`config.mk`:
```
export PLATFORM = sky130hd
export DESIGN_NAME = lt_encoder_controller
export DESIGN_NICKNAME = d
export VERILOG_FILES = /design/src/rtl/lt_encoder_controller.sv
export SDC_FILE = /design/constraint.sdc
export NUM_CORES = 1
export LEC_CHECK = 0
export ABC_AREA = 1
export BUFFER_PORTS_ARGS = -buffer_cell sky130_fd_sc_hd__buf_4
export CAP_MARGIN = 20
export CORE_ASPECT_RATIO = 0.75
export CORE_MARGIN = 8
export CORE_UTILIZATION = 55
export CTS_BUF_LIST = sky130_fd_sc_hd__clkbuf_2 sky130_fd_sc_hd__clkbuf_4 sky130_fd_sc_hd__clkbuf_8
export CTS_CLUSTER_DIAMETER = 200
export DETAILED_ROUTE_END_ITERATION = 10
export GPL_TIMING_DRIVEN = 0
export PLACE_DENSITY = 0.72
export SLEW_MARGIN = 20
export SYNTH_ARGS = -nofsm -noshare
export SYNTH_HDL_FRONTEND = slang
export SYNTH_SLANG_ARGS = --single-unit
```
`constraint.sdc`:
```
create_clock -name clk -period 6.9 [get_ports clk]
set_clock_uncertainty 0.05 [all_clocks]
set_input_delay 0.345 -clock clk [delete_from_list [all_inputs] [get_ports clk]]
set_output_delay 0.345 -clock clk [all_outputs]
set_load 0.1 [all_outputs]
```
`src/rtl/lt_encoder_controller.sv`:
```
// rtl/lt_encoder_controller.sv - LT fountain encoder: buffers K source symbols, streams N_OUT XOR-coded symbols
// Optional LT_ENC_SYSTEMATIC_EN: first K outputs are the source symbols themselves.
module lt_encoder_controller #(
    parameter int          DATA_WIDTH = 32,
    parameter int          K          = 16,
    parameter int          N_OUT      = 24,
    parameter logic [15:0] SEED       = 16'hACE1
) (
    input  logic                  clk,
    input  logic                  reset,
    input  logic                  start,
    output logic [7:0]            state_out,
    output logic                  busy,
    output logic                  err,
    input  logic [DATA_WIDTH-1:0] saxi_tdata,
    input  logic                  saxi_tvalid,
    input  logic                  saxi_tlast,
    output logic                  saxi_tready,
    output logic [DATA_WIDTH-1:0] maxi_tdata,
    output logic [16:0]           maxi_tuser,
    output logic                  maxi_tvalid,
    output logic                  maxi_tlast,
    input  logic                  maxi_tready
);
    localparam int IW = $clog2(K);
    localparam int OW = $clog2(N_OUT + 1);
    localparam logic [IW-1:0] W_LAST = IW'(K - 1);
    localparam logic [OW-1:0] O_LAST = OW'(N_OUT - 1);
    localparam logic [OW-1:0] K_O    = OW'(K);

    typedef enum logic [7:0] {
        IDLE        = 8'h01,
        LOAD        = 8'h02,
        SEED_ST     = 8'h04,
        XOR_READ    = 8'h08,
        XOR_ACC     = 8'h10,
        OUTPUT_WAIT = 8'h20,
        DONE        = 8'h40
    } state_t;

    state_t                state, state_nx;
    logic [DATA_WIDTH-1:0] src_mem [K];
    logic [DATA_WIDTH-1:0] acc, rd_word;
    logic [15:0]           lfsr;
    logic [IW-1:0]         wcnt;
    logic [OW-1:0]         ocnt;
    logic [3:0]            rem;
    logic [16:0]           tuser_q;
    logic                  sys_sym;
    logic [IW-1:0]         rd_idx;

    function automatic logic [15:0] lfsr_next(input logic [15:0] s);
        return {1'b0, s[15:1]} ^ (s[0] ? 16'hB400 : 16'h0000);
    endfunction

    function automatic logic [3:0] degree(input logic [2:0] sel);
        logic [3:0] d;
        case (sel)
            3'd0:       d = 4'd1;
            3'd1, 3'd2: d = 4'd2;
            3'd3, 3'd4: d = 4'd3;
            3'd5, 3'd6: d = 4'd4;
            default:    d = 4'd8;
        endcase
        if (int'(d) > K) d = 4'(K);
        return d;
    endfunction

`ifdef LT_ENC_SYSTEMATIC_EN
    assign sys_sym = (ocnt < K_O);
`else
    assign sys_sym = 1'b0;
`endif

    // Systematic symbols walk the buffer in order and leave the LFSR untouched.
    assign rd_idx = sys_sym ? ocnt[IW-1:0] : lfsr[IW-1:0];

    assign state_out   = state;
    assign busy        = (state != IDLE);
    assign saxi_tready = (state == LOAD);
    assign maxi_tvalid = (state == OUTPUT_WAIT);
    assign maxi_tlast  = (state == OUTPUT_WAIT) && (ocnt == O_LAST);
    assign maxi_tdata  = acc;
    assign maxi_tuser  = tuser_q;

    always_ff @(posedge clk) begin
        if (reset) state <= IDLE;
        else       state <= state_nx;
    end

    always_comb begin
        state_nx = IDLE;
        case (state)
            IDLE:        state_nx = start ? LOAD : IDLE;
            LOAD:        state_nx = (saxi_tvalid && wcnt == W_LAST) ? SEED_ST : LOAD;
            SEED_ST:     state_nx = XOR_READ;
            XOR_READ:    state_nx = XOR_ACC;
            XOR_ACC:     state_nx = (rem == 4'd1) ? OUTPUT_WAIT : XOR_READ;
            OUTPUT_WAIT: begin
                state_nx = OUTPUT_WAIT;
                if (maxi_tready) state_nx = (ocnt == O_LAST) ? DONE : SEED_ST;
            end
            DONE:        state_nx = IDLE;
            default:     state_nx = IDLE;
        endcase
    end

    always_ff @(posedge clk) begin
        if (state == LOAD && saxi_tvalid) src_mem[wcnt] <= saxi_tdata;
    end

    always_ff @(posedge clk) begin
        if (reset) begin
            lfsr    <= SEED;
            wcnt    <= '0;
            ocnt    <= '0;
            err     <= 1'b0;
            acc     <= '0;
            rd_word <= '0;
            rem     <= '0;
            tuser_q <= '0;
        end else begin
            case (state)
                IDLE: begin
                    if (start) begin
                        lfsr <= SEED;
                        wcnt <= '0;
                        ocnt <= '0;
                        err  <= 1'b0;
                    end
                end
                LOAD: begin
                    if (saxi_tvalid) begin
                        wcnt <= wcnt + 1'b1;
                        if (saxi_tlast != (wcnt == W_LAST)) err <= 1'b1;
                    end
                end
                SEED_ST: begin
                    acc <= '0;
                    if (sys_sym) begin
                        tuser_q <= {1'b1, 16'(ocnt)};
                        rem     <= 4'd1;
                    end else begin
                        tuser_q <= {1'b0, lfsr};
                        rem     <= degree(lfsr[2:0]);
                        lfsr    <= lfsr_next(lfsr);
                    end
                end
                XOR_READ: begin
                    rd_word <= src_mem[rd_idx];
                    if (!sys_sym) lfsr <= lfsr_next(lfsr);
                end
                XOR_ACC: begin
                    acc <= acc ^ rd_word;
                    rem <= rem - 4'd1;
                end
                OUTPUT_WAIT: begin
                    if (maxi_tready) ocnt <= ocnt + 1'b1;
                end
                default: ;
            endcase
        end
    end
endmodule

```
==> results.json, run 1 <==
{
  "drv_cap": 0,
  "fmax_mhz": 362,
  "cts_htree_levels": 3,
  "cts_tree": "done",
  "drt-pass1-iter-count": 5,
  "cts_max_path_buffers": 3,
  "setup_violations": 0,
  "netlist.area_leader.share_pct": 59.5,
  "vias": 19800,
  "tightest_slew_ps": 1130,
  "synth_top_family_by_area": "simple AND/OR/NAND/NOR gates",
  "p_switching_w": 0.00156,
  "synth_edf_count": 512,
  "p_seq_share_pct": 56.1,
  "pin_count": 100,
  "grt_util_all_layers_pct": 29.0,
  "synth.cell_area_sq_um": 25900,
  "fin_setup_tns_ps": 0,
  "comb_power_share_pct": 2.3,
  "synth_compound_area_share_pct": 2.92,
  "hold_path.startpoint": "saxi_tlast",
  "worstHoldPathType": "input port to register",
  "n_antenna_cell": 0,
  "antenna_left": 0,
  "cts_resized": 0,
  "antenna_found_initial": 1,
  "ir_worst_vdd_mv": 0.216,
  "synthXorXnorAreaFrac_pct": 0.203,
  "worstReg2RegEnd": "src_mem[5][6]$_DFFE_PP_",
  "insertion_delay_ps": 670,
  "postSynthAreaPerCell_sq_um": 10.3,
  "nets": 2817,
  "final_common_cell": "nand2_1",
  "switching_share_pct": 21.3,
  "total_leakage_power_nw": 12.0,
  "hold_depth": 5,
  "yosys_warnings": 0,
  "min_to": "err$_SDFFE_PP0P_",
  "wl_per_cell_um": 22.9,
  "power_w": 0.00732,
  "io_buffer_count": 96,
  "p_int_w": 0.00576,
  "ys_ff_latch": 629,
  "p_clk_share_pct": 41.6,
  "reg2reg_slack_ps": 4140,
  "synthCells": 2522,
  "synth_fa_ha_area_share_pct": 0.339,
  "dpl.hpwl_mm": 53.5,
  "multi_input_area_sq_um": 7020,
  "rr_worst_depth": 8,
  "relSlewSlack_pct": 24.5,
  "yosysSeqAreaShare_pct": 68.5,
  "arrival_ps": 3070,
  "crit-reg2reg-launch": "state_out[4]$_SDFF_PP0_",
  "worstPathMaxFanout": 17,
  "mostFrequentLayoutCells": "nand2_1, edfxtp_1, nand3_1, buf_4, inv_1",
  "period_needed_ps": 2760,
  "numCtsBuffers": 94,
  "overflow": 0,
  "status": "complete, no violations",
  "p_per_area_nw_per_um2": 242,
  "cp-start-kind": "register",
  "period_share_pct": 40.0,
  "rsz0062_at_grt": "no",
  "route.detailed.drc": 0,
  "path_class": "register to register",
  "crit_required_ps": 7210,
  "grt_pass1_wl_mm": 117,
  "synth_top_flop_cell": "edfxtp_1",
  "fp.coreArea_sq_um": 46200,
  "rows": 68,
  "clock_sinks": 629,
  "grt_pass1_vias": 18800,
  "hold_violations": 0,
  "grt_max_degree": 21,
  "clk_transition_reported_paths_ps": 60,
  "regArea_sq_um": 17700,
  "synth.distinct_cells": 36,
  "fp.dieH_um": 204,
  "drtIter0Drc": 2886,
  "synth_top_area_cell": "edfxtp_1",
  "synth_top_cells_by_area": "edfxtp_1, nand2_1, dfxtp_1",
  "cts-root-buf": "clkbuf_8",
  "postCtsSetupRepairBufs": 0,
  "die_w_um": 266,
  "post-route-util_pct": 65.6,
  "drive_gt1_share_pct": 14.3,
  "floorplan.die_area_sq_um": 54300,
  "async_reset_ff_share_pct": 0,
  "slew_viol_final": 0,
  "drt-total-wl_mm": 79.4,
  "vias_per_cell": 5.71,
  "fillerInstances": 3527,
  "muxShareOfSynthArea_pct": 0,
  "areaGrowthSynthToFinish_pct": 17.2,
  "synth_simple_gate_area_share_pct": 23.2,
  "start_util_pct": 56.0,
  "endpoint_kind": "register",
  "gp_congestion": 0.916
}
-- flip-flops by register name, summed over array words and instances, names as in the netlist --
| register | count |
|---|---|
| ocnt | 5 |
| lfsr | 16 |
| state_out | 7 |
| rem | 4 |
| maxi_tdata | 32 |
| src_mem | 512 |
| rd_word | 32 |
| err | 1 |
| maxi_tuser | 16 |
| wcnt | 4 |
-- worst max-delay path, stage by stage, from the launching register on --
cell     delay (ps)
dfxtp_1         330
inv_1           100
nand3_2         170
inv_2           150
nand2_2         120
nor2_4          190
nand2_1         270
nor2_4          750
buf_12          280
-- routing by layer --
layer	track usage (%)	vias up	share of wire, %
met3	8.69	222	15
met2	42.6	1403	43
met5	0	-	0.016
li1	-	8909	-
met1	39.9	9296	38
met4	12.2	2	4.3
-- cell usage after synthesis (4+ instances only) --
| cell | n |
|---|---|
| buf_2 | 51 |
| a21oi_1 | 80 |
| nand2_1 | 1052 |
| clkbuf_1 | 30 |
| ha_1 | 7 |
| nand3b_1 | 12 |
| xor2_1 | 4 |
| edfxtp_1 | 512 |
| inv_1 | 120 |
| nor2_4 | 4 |
| o22ai_1 | 7 |
| nand4_1 | 18 |
| buf_4 | 43 |
| nand3_1 | 268 |
| buf_1 | 12 |
| dfxtp_1 | 117 |
| o21ai_0 | 57 |
| nor2_1 | 99 |
| nor2_2 | 4 |
-- through the flow --
| stage | hold slack [ps] | instance area [sq um] | cells | worst slack [ps] |
|---|---|---|---|---|
| after floorplan | 394 | 25900 | 2523 | 3420 |
| after global placement | 390 | 27400 | 3249 | 2100 |
| after detailed placement | 393 | 28100 | 3273 | 4260 |
| after CTS | 12.6 | 30300 | 3474 | 4210 |
| after global routing | 46.5 | 30300 | 3474 | 3970 |
| final | 36.8 | 30300 | 3474 | 4140 |
-- final cells by class --
type | instances | share of cell area (%)
inverter | 127 | 1.59
tap | 630 | 2.60
multi-input combinational | 1629 | 23.2
clock buffer | 140 | 5.62
sequential | 629 | 58.5
buffer | 138 | 2.48
clock inverter | 28 | 0.529
timing repair buffer | 153 | 5.53
-- cell families (layout without fill, tap and decap cells) --
family	count (synthesis)	after routing
AND/OR/NAND/NOR	1466	1466
flip-flops	629	629
buffers and inverters	265	586
AO/OA/AOI/OAI	148	148
adder cells (fa/ha/maj)	7	7
XOR/XNOR	6	6
other	1	2
-- power groups by stage --
| stage | clock, W | combinational (W) | sequential (W) |
|---|---|---|---|
| after floorplan | 0 | 0.0000577 | 0.00420 |
| after global placement | 0 | 0.000141 | 0.00419 |
| after detailed placement | 0 | 0.000149 | 0.00419 |
| after CTS | 0.00305 | 0.000166 | 0.00411 |
| after global routing | 0.00321 | 0.000179 | 0.00410 |
| final | 0.00304 | 0.000169 | 0.00411 |
-- what timing repair did --
action	in CTS	in global routing
endpoints found under the hold margin	514	0
hold buffers	33	0
endpoints found under the setup margin	0	0
-- worst max-delay path by stage --
stage / cells after the start / slack [ps] / end / start
floorplan: 6 / 3420 / src_mem[0][0]$_DFFE_PP_ / state_out[1]$_SDFF_PP0_
CTS: 8 / 4210 / src_mem[2][9]$_DFFE_PP_ / state_out[4]$_SDFF_PP0_
global placement: 7 / 2100 / src_mem[5][6]$_DFFE_PP_ / state_out[4]$_SDFF_PP0_
finish: 8 / 4140 / src_mem[5][6]$_DFFE_PP_ / state_out[4]$_SDFF_PP0_
global route: 8 / 3970 / src_mem[5][8]$_DFFE_PP_ / state_out[3]$_SDFF_PP0_
detailed placement: 8 / 4260 / src_mem[5][5]$_DFFE_PP_ / state_out[4]$_SDFF_PP0_
No activity file was read; power rests on OpenSTA's default activity.
==> inputs of run 2 (changes only) <==
==> constraint.sdc (replaced) <==
create_clock -name clk -period 2.85 [get_ports clk]
set_clock_uncertainty 0.05 [all_clocks]
set_input_delay 0.1425 -clock clk [delete_from_list [all_inputs] [get_ports clk]]
set_output_delay 0.1425 -clock clk [all_outputs]
set_load 0.1 [all_outputs]
==> results.json, run 2 (same netlist as run 1, synthesis figures left out) <==
{
  "post-place-ws_ps": 184,
  "arrival_ps": 3010,
  "nets": 2823,
  "hold_path.startpoint": "saxi_tdata[11]",
  "io_buffer_count": 96,
  "p_clk_share_pct": 41.4,
  "die_w_um": 266,
  "overflow": 0,
  "p_seq_share_pct": 56.2,
  "areaGrowthSynthToFinish_pct": 17.3,
  "status": "complete, no violations",
  "fmax_mhz": 368,
  "hold_depth": 2,
  "total_leakage_power_nw": 12.0,
  "grt_util_all_layers_pct": 29.0,
  "cp-start-kind": "register",
  "worstPathMaxFanout": 18,
  "top_register": "src_mem",
  "drtIter0Drc": 3083,
  "vias": 20000,
  "relSlewSlack_pct": 27.3,
  "worstHoldPathType": "input port to register",
  "crit_required_ps": 3140,
  "antenna_left": 0,
  "largest_reg_flops": 512,
  "tightest_slew_ps": 1090,
  "slew_viol_final": 0,
  "critPathLaunch": "state_out[4]$_SDFF_PP0_",
  "gp_congestion": 0.915,
  "p_int_w": 0.0139,
  "grt_pass1_wl_mm": 118,
  "drt-pass1-iter-count": 5,
  "dpl.hpwl_mm": 53.8,
  "path_class": "register to register",
  "ir_worst_vdd_mv": 0.543,
  "final_common_cell": "nand2_1",
  "fp.dieH_um": 204,
  "route.detailed.drc": 0,
  "clock_sinks": 629,
  "rows": 68,
  "rr_worst_depth": 8,
  "postPlaceCellArea_sq_um": 28100,
  "grt_pass1_vias": 19100,
  "switching_share_pct": 21.4,
  "setup_violations": 0,
  "final_area_sq_um": 30300,
  "period_share_pct": 95.4,
  "cts-root-buf": "clkbuf_8",
  "vias_per_cell": 5.74,
  "pin_count": 100,
  "period_needed_ps": 2720,
  "drive_gt1_share_pct": 14.4,
  "numCtsBuffers": 92,
  "hold_ws_ps": 284,
  "start_util_pct": 56.0,
  "insertion_delay_ps": 670,
  "rsz0062_at_grt": "no",
  "antenna_found_initial": 2,
  "mostFrequentLayoutCells": "nand2_1, edfxtp_1, nand3_1, buf_4, inv_1",
  "drt-total-wl_mm": 79.6,
  "p_switching_w": 0.00378,
  "setup_slack_ps": 131,
  "crit-reg2reg-launch": "state_out[4]$_SDFF_PP0_",
  "grt_max_degree": 21,
  "comb_power_share_pct": 2.3,
  "power_w": 0.0177,
  "floorplan.die_area_sq_um": 54300,
  "endpoint_kind": "register",
  "cts_tree": "done",
  "clk_transition_reported_paths_ps": 60,
  "hold_violations": 0,
  "cts_htree_levels": 3,
  "p_per_area_nw_per_um2": 583,
  "drv_cap": 0,
  "post-route-util_pct": 65.6,
  "fp.coreArea_sq_um": 46200,
  "cts_max_path_buffers": 3,
  "wl_per_cell_um": 22.8
}
-- run 2: worst paths after layout --
kind | to | slack, ps
min reg2reg | maxi_tdata[28]$_SDFFE_PP0P_ | 410
min | src_mem[13][11]$_DFFE_PP_ | 280
max reg2reg | src_mem[5][2]$_DFFE_PP_ | 130
max | src_mem[5][2]$_DFFE_PP_ | 130
-- run 2: area by class of cell --
cell class                      count  area (sq um)
Timing Repair Buffer              161          1710
Antenna cell                        1          2.50
Tap cell                          630           788
Multi-Input combinational cell   1629          7030
Clock buffer                      135          1630
Clock inverter                     34           215
Inverter                          127           483
Sequential cell                   629         17700
Fill cell                        3568         15900
Buffer                            138           752
-- run 2: critical path, cell delays in order, from the launching register on --
cell     delay (ps)
dfxtp_1         310
inv_1           140
nand3_2         190
inv_2           140
nand2_2         120
nor2_4          190
nand2_1         260
nor2_4          680
buf_12          280
-- run 2: metrics by stage --
step | std cells | setup TNS (ps)
after global routing | 3483 | 0
after CTS | 3479 | 0
after global placement | 3249 | -310680
after floorplan | 2523 | -68670
after detailed placement | 3272 | 0
final | 3484 | 0
-- run 2: layer usage --
metal  track usage, %  vias up  share of wire [%]
li1                 -     8934                  -
met1             41.1     9407                 39
met2             42.2     1440                 42
met3             8.16      205                 15
met4             11.5        2                4.0
met5                0        -              0.011
-- run 2: repair_timing --
action	4_1_cts	5_1_grt
endpoints found under the setup margin	0	17
gates resized for setup	0	0
setup buffers	0	4
hold buffers	38	0
endpoints found under the hold margin	524	0
-- run 2: power by group through the flow --
stage	Clock (W)	Sequential, W	Combinational, W
2_1_floorplan	0	0.0102	0.000140
3_3_place_gp	0	0.0101	0.000342
5_1_grt	0.00773	0.00993	0.000443
4_1_cts	0.00734	0.00994	0.000406
6_report	0.00732	0.00994	0.000413
3_5_place_dp	0	0.0101	0.000363
